### src/rtl/alu_exec_stage_if.sv
// Handshake bundle between the ALU-control decoder, the execute stage and EX/MEM.
// The slave modport is the execute stage; the master modport is its upstream/downstream environment.
interface alu_exec_stage_if #(
  parameter int WIDTH = 32,
  parameter int REGW  = 5
);
  logic             in_valid;
  logic             in_ready;
  logic [2:0]       alu_control;
  logic [WIDTH-1:0] operand_a;
  logic [WIDTH-1:0] operand_b;
  logic [REGW-1:0]  dest_in;
  logic             flush;
  logic             out_valid;
  logic             out_ready;
  logic [WIDTH-1:0] result;
  logic             zero;
  logic             overflow;
  logic             illegal;
  logic [REGW-1:0]  dest_out;

  modport slave (
    input  in_valid, alu_control, operand_a, operand_b, dest_in, flush, out_ready,
    output in_ready, out_valid, result, zero, overflow, illegal, dest_out
  );

  modport master (
    output in_valid, alu_control, operand_a, operand_b, dest_in, flush, out_ready,
    input  in_ready, out_valid, result, zero, overflow, illegal, dest_out
  );
endinterface

### src/rtl/alu_exec_stage.sv
// MIPS execute stage: ADD/SUB/AND/OR/NOR/SLT into a registered EX/MEM slot
// backed by a one-entry skid buffer so in_ready is purely registered.
module alu_exec_stage #(
  parameter int WIDTH = 32,
  parameter int REGW  = 5
) (
  input  logic           clk,
  input  logic           reset,
  alu_exec_stage_if.slave bus
);
  localparam int PW = WIDTH + REGW + 3;

  localparam logic [2:0] OP_ADD = 3'd0;
  localparam logic [2:0] OP_SUB = 3'd1;
  localparam logic [2:0] OP_AND = 3'd2;
  localparam logic [2:0] OP_OR  = 3'd3;
  localparam logic [2:0] OP_NOR = 3'd4;
  localparam logic [2:0] OP_SLT = 3'd5;

  logic [WIDTH-1:0] w_sum;
  logic [WIDTH-1:0] w_diff;
  logic [WIDTH-1:0] w_res;
  logic             w_ovf;
  logic             w_ill;
  logic             w_zero;
  logic             w_a_msb;
  logic             w_b_msb;
  logic [PW-1:0]    w_payload;
  logic             w_in_xfer;
  logic             w_or_free;

  logic             r_or_valid;
  logic [PW-1:0]    r_or_data;
  logic             r_sk_valid;
  logic [PW-1:0]    r_sk_data;

  assign w_a_msb = bus.operand_a[WIDTH-1];
  assign w_b_msb = bus.operand_b[WIDTH-1];
  assign w_sum   = bus.operand_a + bus.operand_b;
  assign w_diff  = bus.operand_a - bus.operand_b;

  always_comb begin
    w_res = '0;
    w_ovf = 1'b0;
    w_ill = 1'b0;
    case (bus.alu_control)
      OP_ADD: begin
        w_res = w_sum;
        w_ovf = (w_a_msb == w_b_msb) && (w_sum[WIDTH-1] != w_a_msb);
      end
      OP_SUB: begin
        w_res = w_diff;
        w_ovf = (w_a_msb != w_b_msb) && (w_diff[WIDTH-1] != w_a_msb);
      end
      OP_AND: w_res = bus.operand_a & bus.operand_b;
      OP_OR:  w_res = bus.operand_a | bus.operand_b;
      OP_NOR: w_res = ~(bus.operand_a | bus.operand_b);
      OP_SLT: w_res = {{(WIDTH-1){1'b0}}, ($signed(bus.operand_a) < $signed(bus.operand_b))};
      default: w_ill = 1'b1;
    endcase
    w_zero = (w_res == '0);
  end

  // Payload layout: {dest, illegal, overflow, zero, result}
  assign w_payload = {bus.dest_in, w_ill, w_ovf, w_zero, w_res};
  assign w_in_xfer = bus.in_valid && !r_sk_valid;
  assign w_or_free = !r_or_valid || bus.out_ready;

  always_ff @(posedge clk or posedge reset) begin
    if (reset) begin
      r_or_valid <= 1'b0;
      r_or_data  <= '0;
      r_sk_valid <= 1'b0;
      r_sk_data  <= '0;
    end else if (bus.flush) begin
      r_or_valid <= 1'b0;
      r_or_data  <= '0;
      r_sk_valid <= 1'b0;
      r_sk_data  <= '0;
    end else if (w_or_free) begin
      // A held skid entry always goes first; input is blocked while it is full.
      if (r_sk_valid) begin
        r_or_valid <= 1'b1;
        r_or_data  <= r_sk_data;
        r_sk_valid <= 1'b0;
      end else if (w_in_xfer) begin
        r_or_valid <= 1'b1;
        r_or_data  <= w_payload;
      end else begin
        r_or_valid <= 1'b0;
      end
    end else if (w_in_xfer) begin
      r_sk_valid <= 1'b1;
      r_sk_data  <= w_payload;
    end
  end

  assign bus.in_ready  = !r_sk_valid;
  assign bus.out_valid = r_or_valid;
  assign bus.result    = r_or_data[WIDTH-1:0];
  assign bus.zero      = r_or_data[WIDTH];
  assign bus.overflow  = r_or_data[WIDTH+1];
  assign bus.illegal   = r_or_data[WIDTH+2];
  assign bus.dest_out  = r_or_data[PW-1:WIDTH+3];
endmodule

### src/flat_wrapper.sv
// flat-port wrapper written by rule: the top's interface ports become plain ports
module alu_exec_stage_flat 
#(
  parameter int WIDTH = 32,
  parameter int REGW  = 5
)
  (clk, reset, bus_in_valid, bus_alu_control, bus_operand_a, bus_operand_b, bus_dest_in, bus_flush, bus_out_ready, bus_in_ready, bus_out_valid, bus_result, bus_zero, bus_overflow, bus_illegal, bus_dest_out);
  alu_exec_stage_if #(.WIDTH(WIDTH), .REGW(REGW)) bus_i ();
  input  logic clk;
  input  logic reset;
  input wire logic [$bits(bus_i.in_valid)-1:0] bus_in_valid;
  input wire logic [$bits(bus_i.alu_control)-1:0] bus_alu_control;
  input wire logic [$bits(bus_i.operand_a)-1:0] bus_operand_a;
  input wire logic [$bits(bus_i.operand_b)-1:0] bus_operand_b;
  input wire logic [$bits(bus_i.dest_in)-1:0] bus_dest_in;
  input wire logic [$bits(bus_i.flush)-1:0] bus_flush;
  input wire logic [$bits(bus_i.out_ready)-1:0] bus_out_ready;
  output wire logic [$bits(bus_i.in_ready)-1:0] bus_in_ready;
  output wire logic [$bits(bus_i.out_valid)-1:0] bus_out_valid;
  output wire logic [$bits(bus_i.result)-1:0] bus_result;
  output wire logic [$bits(bus_i.zero)-1:0] bus_zero;
  output wire logic [$bits(bus_i.overflow)-1:0] bus_overflow;
  output wire logic [$bits(bus_i.illegal)-1:0] bus_illegal;
  output wire logic [$bits(bus_i.dest_out)-1:0] bus_dest_out;
  assign bus_i.in_valid = bus_in_valid;
  assign bus_i.alu_control = bus_alu_control;
  assign bus_i.operand_a = bus_operand_a;
  assign bus_i.operand_b = bus_operand_b;
  assign bus_i.dest_in = bus_dest_in;
  assign bus_i.flush = bus_flush;
  assign bus_i.out_ready = bus_out_ready;
  assign bus_in_ready = bus_i.in_ready;
  assign bus_out_valid = bus_i.out_valid;
  assign bus_result = bus_i.result;
  assign bus_zero = bus_i.zero;
  assign bus_overflow = bus_i.overflow;
  assign bus_illegal = bus_i.illegal;
  assign bus_dest_out = bus_i.dest_out;
  alu_exec_stage #(.WIDTH(WIDTH), .REGW(REGW)) u_core (.clk(clk), .reset(reset), .bus(bus_i));
endmodule
### config.mk
export PLATFORM = sky130hd
export DESIGN_NAME = alu_exec_stage_flat
export DESIGN_NICKNAME = d
export VERILOG_FILES = /design/src/rtl/alu_exec_stage_if.sv /design/src/rtl/alu_exec_stage.sv /design/src/flat_wrapper.sv
export SDC_FILE = /design/constraint.sdc
export NUM_CORES = 1
export LEC_CHECK = 0
export CAP_MARGIN = 25
export CORE_AREA = 2 2 145 147
export CTS_CLUSTER_DIAMETER = 50
export DETAILED_ROUTE_END_ITERATION = 8
export DIE_AREA = 0 0 147 149
export GPL_TIMING_DRIVEN = 0
export HOLD_SLACK_MARGIN = 0.05
export PLACE_DENSITY_LB_ADDON = 0.08
export SYNTH_ARGS = -nofsm -noshare
export SYNTH_HDL_FRONTEND = slang
export SYNTH_SLANG_ARGS = --single-unit
### constraint.sdc
create_clock -name clk -period 5 [get_ports clk]
set_clock_uncertainty 0.05 [all_clocks]
set_input_delay 0.5 -clock clk [delete_from_list [all_inputs] [get_ports clk]]
set_output_delay 0.5 -clock clk [all_outputs]
set_load 0.005 [all_outputs]
## Word level (Yosys, flattened, before mapping)

Index checks and enable logic that the tools add are counted.

- Add/sub/neg operators: 2
- Magnitude comparators: 1
- Eq/ne operators: 10
- Muxes and demuxes: 16
- Bitwise operators: 3
- Reduce and logical (&&, ||, !) cells: 15

Operators by type and width:

| operator | count |
|---|---|
| 40-bit 2-to-1 mux | 6 |
| 32-bit one-hot mux with 6 select lines | 1 |
| 32-bit adder | 1 |
| 32-bit bitwise AND | 1 |
| 32-bit logical NOT | 1 |
| 32-bit < comparator | 1 |
| 32-bit inverter | 1 |
| 32-bit bitwise OR | 1 |
| 32-bit subtractor | 1 |
| 1-bit 2-to-1 mux | 8 |
| 3-bit by 2-bit == test with 1-bit output, second input constant | 2 |
| 3-bit == test, second input constant | 2 |
| 3-bit nonzero test | 2 |
| 6-bit OR reduction | 1 |
| 2-bit AND reduction | 2 |
| 2-bit nonzero test | 2 |
| 3-bit by 1-bit == test with 1-bit output, second input constant | 1 |
| 1-bit logical AND | 3 |
| 3-bit logical NOT | 1 |
| 1-bit != test | 3 |
| 1-bit logical NOT | 2 |
| 2-bit != test, second input constant | 1 |
| 1-bit one-hot mux with 2 select lines | 1 |
| 1-bit == test | 1 |
| 1-bit logical OR | 1 |

- Register bits after elaboration: 82
- Input bits: 77
- Word-level logic and storage cells: 51

## Longest topological paths before layout

- Word-level depth: 8
- Depth in mapped cells: 15

## Least setup slack after synthesis

No wires, ideal clock.

- Kind: input-to-reg
- Start: input port bus_operand_a[0]
- End: register u_core.r_sk_data[32]
- Setup time: 0.090 ns
- Arrival: 3.988 ns
- Required time: 4.860 ns
- Path slack: 0.872 ns
- Cell stages on the path: 15
- Cells stage by stage: inv_1 > ha_1 > fa_1 > o21ba_2 > or4_1 > a21oi_1 > nor4_1 > nor4b_1 > nor3_1 > o31ai_1 > xor2_1 > o221ai_1 > nand3b_1 > or4_4 > o31ai_4

- Longest elaborated chain between the ends: 7
- Elaborated cells on any way between the ends: 11

Ends and longest elaborated chain:

| element | RTL line | source |
|---|---|---|
| start, declared | flat_wrapper.sv:13 | `input wire logic [$bits(bus_i.operand_a)-1:0] bus_operand_a;` |
| parallel branches: the longest is 2 deep, another holds 32-bit subtractor | -- |  |
| 32-bit one-hot mux with 6 select lines (*) | alu_exec_stage.sv:46 | `case (bus.alu_control)` |
| 32-bit logical NOT (*) | alu_exec_stage.sv:61 | `w_zero = (w_res == '0);` |
| 40-bit 2-to-1 mux (*) | alu_exec_stage.sv:92 | `end else if (w_in_xfer) begin` |
| 40-bit 2-to-1 mux (*) | alu_exec_stage.sv:80 | `end else if (w_or_free) begin` |
| 40-bit 2-to-1 mux (*) | alu_exec_stage.sv:75 | `end else if (bus.flush) begin` |
| end signal, assigned | alu_exec_stage.sv:94 | `r_sk_data <= w_payload;` |
| end, declared | alu_exec_stage.sv:35 | `logic [PW-1:0] r_sk_data;` |

Mark *: on every way between the ends. The select of a mux whose other input is x is not followed.
A chain may end at the register's enable or synchronous reset.

## Final worst setup path

Same ends and word-level chain as after synthesis.

==> reports/results.txt <==
The logs give 53.04 mm for the first-pass GRT wire length and 34.34 mm for the post-detailed-routing wire length. The reg2reg setup slack was 2.56 ns; the number of diodes was 0. Biggest area consumer among synthesized cells: sky130_fd_sc_hd__dfrtp_1. Cells with a size suffix above 1 make up 5.673% of the layout. The leakage dissipation is 0.004678 uW, and the full die area is 21,900 um^2. Violation count after the first detailed-route iteration: 895. The cell type of the slowest stage on the worst timing path is sky130_fd_sc_hd__or4_4. The count of maximum capacitance violations was 0.

At the worst endpoint, the arrival time is 5.06 ns. The post-synthesis share of cell area spent on xor and xnor gates is 2.250%. In this run the tightest slew margin relative to its limit is 32.79%. Counting distinct cell types in the post-synthesis netlist gives 75.

The worst setup path is captured at a register. The register bit count reported by yosys was 82. The setup total negative slack is 0 ns.

Vias after detailed routing: 9,820. The tree is rooted in a sky130_fd_sc_hd__clkbuf_16. The signal on the critical path passes through clkdlybuf4s50_1 -> inv_1 -> ha_1 -> fa_1 -> o21ba_2 -> or4_1 -> nand2_1 -> a31oi_1 -> o21ai_0 -> o31ai_1 -> a211o_1 -> and4bb_1 -> nand4_1 -> or3_1 -> or4_4 -> o31ai_4. The peak per-stage delay on the critical path is 0.53 ns, and the number of port buffers is 114.

Counting cells, the worst reg-to-reg path comes to 6. Entering global routing, the biggest net connects 56 pins. The count of nets left with antenna violations once routing finished came out at 0.

The number of flops mapped to enable cells by yosys works out to 0. The core box area is 20,560 um^2. The average via count per standard cell is 5.952, and the post-layout net count is 1,548. In this run, CTS created clock tree buffers numbering 9. The floorplan step set the die height to 149 um. The cell area that synthesis handed to floorplanning was 8954 um^2. The final worst setup slack came out at 0.1391 ns. In this run the power density over the cells is 212.0 nW/um^2. The share of the synthesized area in the top cell type is 22.92%, and the adder and majority cell fraction of the synthesized area is 14.00%.

The final number of setup-violating endpoints is 0, and the biggest fanout along the worst timing path is 4. The average instance in the mapped netlist occupies 7.256 um^2. In the post-synthesis netlist, the biggest area contributors are sky130_fd_sc_hd__dfrtp_1 (23%), sky130_fd_sc_hd__ha_1 (14%), sky130_fd_sc_hd__a21oi_1 (7.6%). TritonCTS built the clock tree. For the maximum vdd ir drop, the log shows 0.1559 mV. In the final routed layout, each cell accounts on average for 20.81 um. Summed over all layers, the global routing overflow is 0. The clock insertion delay at the later pin of the skew report was 0.34 ns. The cell count after synthesis came out at 1,234.

The worst hold path belongs to the class in -> async. The launch point of the worst reg-to-reg path is u_core.r_sk_valid. The tools report the required arrival time at the worst endpoint as 5.20 ns. From synthesis to final layout, the design area changed by 22.09%. The tools report the number of cells in the finished layout apart from fillers as 1,650. The count of standard-cell rows is 53, and the area fraction in compound gates after synthesis is 29.61%. Weighted congestion reported at the end of routability-driven placement: 0.9528. Prior to clock tree synthesis, the placed netlist has a worst setup slack of -0.7122 ns. The first-pass iteration count of the detailed router was 5. After detailed routing, the number of remaining DRC violations is 0. The count of final hold-check violations is 0, and the register clock-pin slew on the reported worst setup and hold paths is 0.06 ns.

The smallest clock period supported by the final layout is computed as 4.861 ns. For the number of antenna violations at the first check in global routing, the log shows 1. The floorplan step set the die width to 147 um. The number of pins with negative max-slew slack in the final report is 0, and the share of flip-flops with an asynchronous set or reset is 100.0%. The count of hold buffers inserted by post-cts repair is 0.

The worst setup path is launched from an input pin. The flow ran to the end, and the final reports show no timing, DRC or antenna violations. The start-to-end type of the worst setup path is in -> reg. The run gives 22.92% as the sequential cell area fraction in the yosys report. Counting every net in the synthesized netlist gives 1,410.

In the synthesized netlist, mux cells make up 1.593% of the area. The initial cell density of the core is 43.55%, and the total chip power is 2318 uW. Detailed placement ended at an HPWL of 27.35 mm. For the pin with the worst max-slew slack, the measured transition is 1.008 ns.

The tools report the maximum buffer depth of the clock tree as 2. The final critical path takes up 97.22% of the cycle. Hold timing on the final database bottoms out at a slack of 0.4613 ns. The most used flip-flop cell after synthesis is sky130_fd_sc_hd__dfrtp_1. Number of global-route vias before repair: 9,423.

The number of cells in the design after placement came out at 1,624. By area, the combinational part of the netlist is dominated by compound AO/OA/AOI/OAI gates. Tracing the worst setup path back leads to its startpoint at bus_operand_a[0]. The total of warnings raised by yosys was 0.

CTS built an H-tree with a depth of 3. In this run the count of I/O pins placed on the die edge is 119. The all-layer global routing usage was 31.18%. The number of clock sinks was 82; the maximum frequency from static timing analysis was 205.7 MHz. The simple-gate portion of the synthesized area works out to 21.86%.
-- cells by family (layout without fill, tap and decap cells) --
logic type,Yosys count,count (layout)
buffers and inverters,179,320
multiplexers,14,14
XOR/XNOR,23,23
flip-flops,82,82
AND/OR/NAND/NOR,433,433
AO/OA/AOI/OAI,404,404
adder cells (fa/ha/maj),99,99
-- state kept, by name, summed over array words and instances, names as in the netlist --
name,flops
u_core.r_sk_data,40
u_core.r_or_data,40
u_core.r_sk_valid,1
u_core.bus.out_valid,1
-- metrics by stage --
stage	instance area (um^2)	utilization, %
5_1_grt	10930	53.18
4_1_cts	10800	52.53
2_1_floorplan	8954	-
3_3_place_gp	10440	50.78
3_5_place_dp	10470	50.93
6_report	10930	53.18
-- where the power goes --
| group | leakage, uW | internal [uW] | switching (uW) | total (uW) |
|---|---|---|---|---|
| sequential | 0.00112 | 698 | 17.5 | 716 |
| combinational | 0.00344 | 386 | 626 | 1010 |
| clock | 0.000123 | 329 | 261 | 590 |
-- per-layer routing --
| metal | share of wire [%] | global-route usage [%] |
|---|---|---|
| met3 | 6.7 | 3.547 |
| met1 | 42 | 40.14 |
| met4 | 3.8 | 13.13 |
| met2 | 48 | 53.36 |
| met5 | 0.035 | 0 |
-- layout make-up --
type | count | area (um^2)
fillers | 2083 | 9625
multi-input cells | 973 | 6317
flip-flops and latches | 82 | 2052
repair buffers | 127 | 1259
inverters | 96 | 362.8
well taps | 275 | 344.1
plain buffers | 83 | 337.8
clock buffers | 9 | 225.2
clock inverters | 5 | 33.78
-- worst paths after layout --
| check | endpoint |
|---|---|
| min in group clk | u_core.r_or_data[7] |
| max in group asynchronous | u_core.r_sk_data[24] |
| hold reg to reg | u_core.r_or_data[7] |
| setup reg to reg | u_core.r_or_data[25] |
| setup / recovery | u_core.r_sk_data[32] |
| hold / removal | u_core.r_sk_data[36] |
-- synth_stat cells, types with 4 or more instances --
| master | n |
|---|---|
| sky130_fd_sc_hd__o221ai_1 | 4 |
| sky130_fd_sc_hd__buf_4 | 4 |
| sky130_fd_sc_hd__o21bai_1 | 6 |
| sky130_fd_sc_hd__nand3_1 | 25 |
| sky130_fd_sc_hd__a211o_1 | 6 |
| sky130_fd_sc_hd__buf_1 | 7 |
| sky130_fd_sc_hd__a221oi_1 | 5 |
| sky130_fd_sc_hd__ha_1 | 97 |
| sky130_fd_sc_hd__nor4_1 | 13 |
| sky130_fd_sc_hd__xnor2_1 | 19 |
| sky130_fd_sc_hd__o211ai_1 | 20 |
| sky130_fd_sc_hd__o21ai_0 | 64 |
| sky130_fd_sc_hd__dfrtp_1 | 82 |
| sky130_fd_sc_hd__and2_1 | 4 |
| sky130_fd_sc_hd__mux2i_1 | 12 |
| sky130_fd_sc_hd__nand2b_1 | 9 |
| sky130_fd_sc_hd__a21oi_1 | 136 |
| sky130_fd_sc_hd__nand4_1 | 10 |
| sky130_fd_sc_hd__a222oi_1 | 9 |
| sky130_fd_sc_hd__a21o_1 | 14 |
| sky130_fd_sc_hd__or2_2 | 4 |
| sky130_fd_sc_hd__nor2b_1 | 9 |
| sky130_fd_sc_hd__o21a_1 | 5 |
| sky130_fd_sc_hd__nor3b_1 | 4 |
| sky130_fd_sc_hd__a31o_2 | 4 |
| sky130_fd_sc_hd__o31ai_1 | 18 |
| sky130_fd_sc_hd__a311oi_1 | 4 |
| sky130_fd_sc_hd__a211oi_1 | 52 |
| sky130_fd_sc_hd__nor4b_1 | 4 |
| sky130_fd_sc_hd__clkbuf_1 | 65 |
| sky130_fd_sc_hd__a31oi_1 | 13 |
| sky130_fd_sc_hd__nor2_1 | 140 |
| sky130_fd_sc_hd__a221o_1 | 6 |
| sky130_fd_sc_hd__o2111ai_1 | 4 |
| sky130_fd_sc_hd__xor2_1 | 4 |
| sky130_fd_sc_hd__buf_2 | 7 |
| sky130_fd_sc_hd__nor3_1 | 36 |
| sky130_fd_sc_hd__inv_1 | 91 |
| sky130_fd_sc_hd__nand2_1 | 151 |
| sky130_fd_sc_hd__and3_1 | 9 |
-- layout by cell type (no fill, tap or decap), drive strengths merged, types with 14 or more instances in the layout --
master,count
o21ai,66
buf,30
nand2,151
nor3,36
ha,97
nand3,25
clkdlybuf4s50,114
o211ai,20
dfrtp,82
a21o,14
inv,94
o31ai,19
xnor2,19
nor2,140
clkbuf,75
a21oi,137
a211oi,52
-- worst max-delay path: cells and delay by family --
kind                     cells  cell delay (ns)
AND/OR/NAND/NOR              6             1.85
AO/OA/AOI/OAI                6             1.53
adder cells (fa/ha/maj)      2             0.62
buffers and inverters        2             0.54
-- repair_timing --
action / 4_1_cts / 5_1_grt
setup endpoints to repair: 2 / 2
pin swaps: 2 / 7
setup buffers: 4 / 7
resized for setup: 8 / 15
Power figures use the tool's default switching activity.
==> RTL change: new RTL, config.mk and constraints unchanged <==
`REGW` is set to 5 in 3 places; all go to 6.
--- a/src/rtl/alu_exec_stage_if.sv
+++ b/src/rtl/alu_exec_stage_if.sv
@@ -2,7 +2,7 @@
 // The slave modport is the execute stage; the master modport is its upstream/downstream environment.
 interface alu_exec_stage_if #(
   parameter int WIDTH = 32,
-  parameter int REGW  = 5
+  parameter int REGW  = 6
 );
   logic             in_valid;
   logic             in_ready;
--- a/src/rtl/alu_exec_stage.sv
+++ b/src/rtl/alu_exec_stage.sv
@@ -2,7 +2,7 @@
 // backed by a one-entry skid buffer so in_ready is purely registered.
 module alu_exec_stage #(
   parameter int WIDTH = 32,
-  parameter int REGW  = 5
+  parameter int REGW  = 6
 ) (
   input  logic           clk,
   input  logic           reset,
--- a/src/flat_wrapper.sv
+++ b/src/flat_wrapper.sv
@@ -2,7 +2,7 @@
 module alu_exec_stage_flat 
 #(
   parameter int WIDTH = 32,
-  parameter int REGW  = 5
+  parameter int REGW  = 6
 )
   (clk, reset, bus_in_valid, bus_alu_control, bus_operand_a, bus_operand_b, bus_dest_in, bus_flush, bus_out_ready, bus_in_ready, bus_out_valid, bus_result, bus_zero, bus_overflow, bus_illegal, bus_dest_out);
   alu_exec_stage_if #(.WIDTH(WIDTH), .REGW(REGW)) bus_i ();
Ports: changed (resized bus_dest_in and bus_dest_out); port bits go from 119 to 121. No check against the original RTL was run, so the function may have changed too.
==> RTL change against the unedited design <==
Setup slack better by 0.10 ns. Critical path depth is the same. Cell area grew 1.4%. Synthesized area up 2.3%. Sequential power rose by 2%. Routed wire length is 6.8% lower. Sequential cell count increased by 2. Power up 5.9%.
==> RTL change: results <==
worst_hold_path:
  min_path_type: "reg -> reg"
global_route:
  grt_pass1_vias: 8936
  grt_max_degree: 53
  grt_util_met3: 0.02599
  use_met2: 0.4850
synth:
  synth_top_area_frac: 0.2295
  synth.area.top_cells: "dfrtp_1 (23%), ha_1 (13%), a21oi_1 (7.6%), nand2_1 (6.3%), nor2_1 (4.9%)"
  yosysSeqAreaShare: 0.2295
  synth_fa_ha_area_frac: 0.1369
  postSynthAreaPerCell_sq_um: 7.558
  synth_cell_types: 92
routing:
  wl_met2_um: 14740
  met3_length_um: 2052
  routed.top_layer: "met4"
  dr.first_iter.drc_count: 871
  drtPass1Iterations: 8
  routedWlPerCell_um: 19.73
clock_tree:
  cts_resized: 2
  post_cts_buffers: 0
placement:
  place.port_buffers: 118
  place.gp.congestion: 0.9531
  dp_hpwl_um: 25340
worst_setup_path:
  crit_family: "compound AO/OA/AOI/OAI gates"
  r2r_end: "u_core.r_or_data[29]"
  rrSetupSlack_ns: 2.83
  slowest_stage: "a211oi_1"
power_and_ir_drop:
  power.leakage_nw: 4.685
  p_sw_uw: 871.3
  ir_worst_vdd_uv: 129.6
run_status:
  status: "completed"
layout:
  drive_gt1_frac: 0.06602
  reg_top3: "u_core.r_or_data: 41 flops, u_core.r_sk_data: 41 flops"
timing:
  relSlewSlack: 0.3528
RTL change: cell types whose count changed after synthesis, sizes merged, moves of 5 or more:
| cell | change |
|---|---|
| nor2 | -19 |
| nor3 | -11 |
| a222oi | +7 |
| a31oi | -9 |
| and3 | -5 |
| xnor2 | +6 |
| a21oi | +6 |
| o211ai | -14 |
| nand3 | -6 |
RTL change: worst max path at each step:
stage                      startpoint                   end  slack (ns)  cells after the start
floorplan           bus_operand_b[10]  u_core.r_sk_data[32]        1.30                     15
global route         bus_operand_b[1]  u_core.r_sk_data[32]        0.07                     16
detailed placement   bus_operand_a[3]  u_core.r_or_data[32]       -0.49                     15
global placement     bus_operand_b[1]  u_core.r_sk_data[32]       -0.73                     15
finish               bus_operand_a[0]  u_core.r_or_data[32]        0.24                     16
CTS                  bus_operand_b[1]  u_core.r_or_data[32]        0.10                     16
RTL change: per-stage QoR:
| step | hold slack, ns | worst slack, ns | area [sq um] |
|---|---|---|---|
| detailed placement | 0.4435 | -0.4905 | 10720 |
| finish | 0.4663 | 0.2412 | 11080 |
| CTS | 0.4558 | 0.1045 | 11070 |
| global route | 0.4880 | 0.06504 | 11080 |
| global placement | 0.4335 | -0.7348 | 10690 |
| floorplan | 0.4185 | 1.296 | 9160 |
RTL change: power groups by stage:
stage                     combinational (mW)  sequential [mW]  clock [mW]
final                                  0.985            0.732       0.738
after global placement                 0.957            0.743           0
after CTS                              0.969            0.732       0.745
after floorplan                        0.616            0.743           0
after detailed placement               0.962            0.745           0
after global routing                    1.07            0.736       0.771
RTL change: final cells by class:
type	instances	area [sq um]
Multi-Input combinational cell	947	6203
Fill cell	2047	9475
Inverter	97	366.6
Sequential cell	84	2102
Tap cell	275	344.1
Clock inverter	4	70.07
Timing Repair Buffer	120	1214
Clock buffer	12	266.5
Buffer	84	515.5
